[src/rtl/four_two_encoder_seq_pkg.sv]
// Shared definitions for the sequential request encoder: default sizing and FSM state encodings.
package four_two_encoder_seq_pkg;

    localparam int unsigned N_REQ_DEF  = 4;
    localparam int unsigned CODE_W_DEF = 2;

    typedef enum logic {
        ST_IDLE  = 1'b0,
        ST_SERVE = 1'b1
    } state_e;

endpackage

[src/rtl/four_two_encoder_seq_prio_pick.sv]
// Combinational priority picker: first set bit of cand, searching upward from base (mod N_REQ).
module four_two_encoder_seq_prio_pick
    import four_two_encoder_seq_pkg::*;
#(
    parameter int unsigned N_REQ  = N_REQ_DEF,
    parameter int unsigned CODE_W = CODE_W_DEF
) (
    input  logic [N_REQ-1:0]  cand,
    input  logic [CODE_W-1:0] base,
    output logic [CODE_W-1:0] idx,
    output logic              hit
);

    logic [CODE_W-1:0] pos_c;

    // Walk offsets from farthest to nearest so the offset closest to base wins.
    always_comb begin
        idx   = '0;
        hit   = 1'b0;
        pos_c = '0;
        for (int k = int'(N_REQ) - 1; k >= 0; k--) begin
            pos_c = base + CODE_W'(k);
            if (cand[pos_c]) begin
                idx = pos_c;
                hit = 1'b1;
            end
        end
    end

endmodule

[src/rtl/four_two_encoder_seq.sv]
// Sequential request encoder: sticky pending mask, one binary code per valid/ready handshake.
// Define ENC_ROUND_ROBIN_EN for rotating priority; otherwise lowest index wins.
module four_two_encoder_seq
    import four_two_encoder_seq_pkg::*;
#(
    parameter int unsigned N_REQ  = N_REQ_DEF,
    parameter int unsigned CODE_W = CODE_W_DEF
) (
    input  logic              clk,
    input  logic              rst,
    input  logic              en,
    input  logic [N_REQ-1:0]  req,
    output logic [CODE_W-1:0] code,
    output logic              valid,
    input  logic              ready,
    output logic              busy,
    output logic              drop
);

    state_e            state_q, state_d;
    logic [N_REQ-1:0]  pend_q, pend_d;
    logic [CODE_W-1:0] code_q, code_d;
    logic              valid_q, valid_d;
    logic              drop_q, drop_d;

    logic [N_REQ-1:0]  new_req_c;
    logic [N_REQ-1:0]  cand_c;
    logic [N_REQ-1:0]  rest_c;
    logic [CODE_W-1:0] pick_idx_c;
    logic              pick_hit_c;
    logic [CODE_W-1:0] base_c;

    assign new_req_c = en ? req : '0;
    assign cand_c    = pend_q | new_req_c;
    assign rest_c    = cand_c & ~(N_REQ'(1) << pick_idx_c);

    four_two_encoder_seq_prio_pick #(
        .N_REQ  (N_REQ),
        .CODE_W (CODE_W)
    ) u_pick (
        .cand (cand_c),
        .base (base_c),
        .idx  (pick_idx_c),
        .hit  (pick_hit_c)
    );

`ifdef ENC_ROUND_ROBIN_EN
    logic [CODE_W-1:0] rr_base_q;
    logic              load_c;

    // A new code is loaded whenever the picker hits and the output slot is free.
    assign load_c = pick_hit_c & ((state_q == ST_IDLE) | ready);

    always_ff @(posedge clk) begin
        if (rst) begin
            rr_base_q <= '0;
        end else if (load_c) begin
            rr_base_q <= pick_idx_c + CODE_W'(1);
        end
    end

    assign base_c = rr_base_q;
`else
    assign base_c = '0;
`endif

    // Next-state and output logic.
    always_comb begin
        state_d = state_q;
        pend_d  = pend_q;
        code_d  = code_q;
        valid_d = valid_q;
        drop_d  = |(new_req_c & pend_q);

        case (state_q)
            ST_IDLE: begin
                valid_d = 1'b0;
                if (pick_hit_c) begin
                    code_d  = pick_idx_c;
                    valid_d = 1'b1;
                    pend_d  = rest_c;
                    state_d = ST_SERVE;
                end
            end
            ST_SERVE: begin
                if (!ready) begin
                    pend_d = cand_c;
                end else if (pick_hit_c) begin
                    code_d  = pick_idx_c;
                    valid_d = 1'b1;
                    pend_d  = rest_c;
                end else begin
                    valid_d = 1'b0;
                    pend_d  = '0;
                    state_d = ST_IDLE;
                end
            end
            default: begin
                valid_d = 1'b0;
                pend_d  = '0;
                state_d = ST_IDLE;
            end
        endcase
    end

    always_ff @(posedge clk) begin
        if (rst) begin
            state_q <= ST_IDLE;
            pend_q  <= '0;
            code_q  <= '0;
            valid_q <= 1'b0;
            drop_q  <= 1'b0;
        end else begin
            state_q <= state_d;
            pend_q  <= pend_d;
            code_q  <= code_d;
            valid_q <= valid_d;
            drop_q  <= drop_d;
        end
    end

    assign code  = code_q;
    assign valid = valid_q;
    assign drop  = drop_q;
    assign busy  = (pend_q != '0) | valid_q;

endmodule

[config.mk]
export PLATFORM = sky130hd
export DESIGN_NAME = four_two_encoder_seq
export DESIGN_NICKNAME = d
export VERILOG_FILES = /design/src/rtl/four_two_encoder_seq_pkg.sv /design/src/rtl/four_two_encoder_seq_prio_pick.sv /design/src/rtl/four_two_encoder_seq.sv
export SDC_FILE = /design/constraint.sdc
export NUM_CORES = 1
export LEC_CHECK = 0
export BUFFER_PORTS_ARGS = -buffer_cell sky130_fd_sc_hd__buf_2
export CAP_MARGIN = 5
export CORE_AREA = 3 3 40 42
export CTS_BUF_LIST = sky130_fd_sc_hd__clkbuf_4 sky130_fd_sc_hd__clkbuf_8
export CTS_CLUSTER_DIAMETER = 80
export DETAILED_ROUTE_END_ITERATION = 6
export DIE_AREA = 0 0 43 45
export PLACE_DENSITY_LB_ADDON = 0.2
export SKIP_LAST_GASP = 1
export SLEW_MARGIN = 20
export SYNTH_ARGS = -nofsm -noshare
export SYNTH_HDL_FRONTEND = slang
export SYNTH_SLANG_ARGS = --single-unit
[constraint.sdc]
create_clock -name clk -period 1.2 [get_ports clk]
set_clock_uncertainty 0.2 [all_clocks]
set_input_delay 0.12 -clock clk [delete_from_list [all_inputs] [get_ports clk]]
set_output_delay 0.12 -clock clk [all_outputs]
set_load 0.005 [all_outputs]
==> impl_metrics.toml <==
[logic_synthesis]
synth_commonest_cells = "dfxtp_1, a21oi_1, nor2_1, o21ai_2"
synth.top_cell.area_share_pct = 41.6
syn_area_per_cell_sq_um = 10.3
synth_top_family_by_area = "compound AO/OA/AOI/OAI gates"
synth_mux_area_share_pct = 0
synth_simple_gate_area_share_pct = 19.9
synth_compound_area_share_pct = 37.3
synth_edf_count = 0
yosys.area_share.adder_pct = 0
synth_xor_area_share_pct = 0
yosysSeqAreaShare_pct = 41.6
synthFlopType = "dfxtp_1"
ys_warn_count = 0
yosysMostFrequentCell = "dfxtp_1"
netlist-cell-type-count = 21
yosysTopAreaCell = "dfxtp_1"
async_flop_share_pct = 0
ys_seq_elements = 9
syn_nets = 50
netlist_instances = 42
ys_top_cells_by_area = "dfxtp_1, a21oi_1, o21ai_2"
syn_area_sq_um = 433

[timing]
period_needed_ps = 1360
timing.final.ws_setup_ps = -158
fmax_mhz = 736
worstMarginPinSlew_ps = 288
setup_violations = 5
timing.slew.headroom_pct = 80.8
period_share_pct = 113
hold_violations = 0
rsz0062_at_grt = "true"
final-max-slew-violation-count = 0

[worst_setup_path]
crit_path_start_kind = "register"
worst_path_dominant_cell_family = "flip-flops"
timing.rr.start = "pend_q[0]$_SDFFE_PP0P_"
critPathMaxFanout = 3
r2r-end = "valid$_SDFFE_PP0N_"
r2r_cells = 5
cpPeakStageDelay_ps = 360
cp.arrival_ps = 1040
path_buf_inv = 2
cp.required_ps = 880
path_cells = "nor2_4 -> buf_6 -> nand3b_1 -> buf_2"
crit_type = "register to primary output"
cp-end-kind = "primary output"
r2r_setup_slack_ps = -90
crit_slowest_cell = "dfxtp_4"

[drt]
drt-initial-drc-count = 1
wire_per_inst_um = 13.3
wl_met2_um = 544
wl_met3_um = 73
top_layer_used = "met4"
wl_met1_um = 471
vias = 438
drc = 0
wl_um = 1120
ant_nets = 0
firstDrtPassIters = 4
routed_via_density = 5.21

[power_and_ir_drop]
power_density_mw_per_mm2 = 1130
switching_share_pct = 28.1
seqPwrFrac_pct = 40.6
switchingPower_uw = 234
ir_drop_v = 0.000576
power_frac_comb_pct = 28.3
fin_total_pwr_uw = 832
p_int_uw = 598
power_leakage_uw = 0.000303
clkPwrFrac_pct = 31.1

[min_path]
holdPathEnd = "code[1]$_SDFFE_PP0P_"
whs_path_depth = 4
hp-class = "input port to register"
worstHoldStart = "ready"

[floorplanning]
core_area_sq_mm = 0.00128
dieWidth_um = 43
ios = 13
start_util_pct = 33.7
dieArea_sq_mm = 0.00194
fp-row-count = 13
die_y_um = 45

[grt]
antenna_found_initial = 0
track_usage_pct = 13.5
grt_pass1_wl_um = 1810
gr-total-overflow = 0
grt_pass1_vias = 420
grt_max_degree = 9

[finish]
nets = 78
fill_cells = 125
post-route-util_pct = 57.4
stdcell_count = 84
antenna_cells = 0
drive_gt1_share_pct = 73.9
area_delta_synth_final_pct = 70.2

[place]
portBuffers = 12
dp_hpwl_um = 736
place_congestion = 0.785
dp.cells = 73
pre_cts_ws_ps = -84.8

[clock_network]
h-tree-depth = 1
clkLatencyLatePin_ps = 270
clk_pin_slew_worst_paths_ps = 60
tritoncts = "done"
clock_sinks = 9
cts_made_buffers = 3
cts-root-buf = "clkbuf_4"
cts-root-to-sink-buffers = 2

[run]
drv_cap = 0

[status]
status = "complete, but fails checks"
violations = "negative setup slack"
-- power by group through the flow --
stage	clock (uW)	sequential, uW	combinational, uW
after floorplan	0	341	101
after global placement	0	341	170
after detailed placement	0	342	169
after CTS	270	338	199
after global routing	284	341	256
final	259	338	235
-- routing by layer --
metal  vias to the layer above  track usage [%]
met5                         -                0
met4                         0             10.8
met3                         3             5.58
met2                        13             20.4
met1                       206             15.0
li1                        216                -
-- per-stage QoR --
stage | hold WS [ps] | cell area, sq um | setup TNS [ps]
6_report | 16.0 | 737 | -408
3_5_place_dp | 225 | 549 | -187
2_1_floorplan | 86.6 | 438 | 0
5_1_grt | 17.9 | 737 | -779
4_1_cts | 8.06 | 663 | -394
3_3_place_gp | 224 | 549 | -168
-- placed cells by master, fill, tap and decap left out, types with 3 or more instances in the layout --
cell type and count:
buf_6 3, buf_4 8, a21oi_1 4, o21ai_2 3, clkbuf_4 4, buf_2 12, dfxtp_1 5, dfxtp_4 3
-- flip-flops by register name (all words and copies together), names as in the netlist --
| name | flops |
|---|---|
| code | 2 |
| valid | 1 |
| drop | 1 |
| pend_q | 4 |
| state_q | 1 |
-- kinds of logic (layout without fill, tap and decap cells) --
family          Yosys count  after routing
compound gates           19             19
simple gates             13             13
flops                     9              9
buf+inv                   1             28
-- repair_timing --
item,in CTS,in global routing
hold endpoints to repair,8,0
setup buffers,4,2
cloned,0,0
pin swaps,8,4
hold buffers,1,0
resized for setup,13,11
setup endpoints to repair,5,7
-- worst max-delay path by stage --
stage | from | end | depth (start not counted)
after floorplan | pend_q[1]$_SDFFE_PP0P_ | valid$_SDFFE_PP0N_ | 4
after global placement | pend_q[1]$_SDFFE_PP0P_ | valid$_SDFFE_PP0N_ | 4
after detailed placement | pend_q[1]$_SDFFE_PP0P_ | valid$_SDFFE_PP0N_ | 4
after CTS | pend_q[3]$_SDFFE_PP0P_ | busy | 4
after global routing | pend_q[0]$_SDFFE_PP0P_ | busy | 4
final | pend_q[2]$_SDFFE_PP0P_ | busy | 4
-- worst register-to-register path: cells and delay by family (launching register included) --
kind	cells	cell delay, ps
AO/OA/AOI/OAI	2	190
buffers and inverters	1	120
AND/OR/NAND/NOR	2	340
flip-flops	1	330
-- layout make-up --
cell class	instances	area, sq um	share of cell area (%)
multi-input cells	32	332	45.0
flip-flops and latches	9	193	26.1
repair buffers	24	164	22.2
clock buffers	4	30.0	4.07
well taps	15	18.8	2.55
Note: power is estimated with default switching activity, not from simulation.
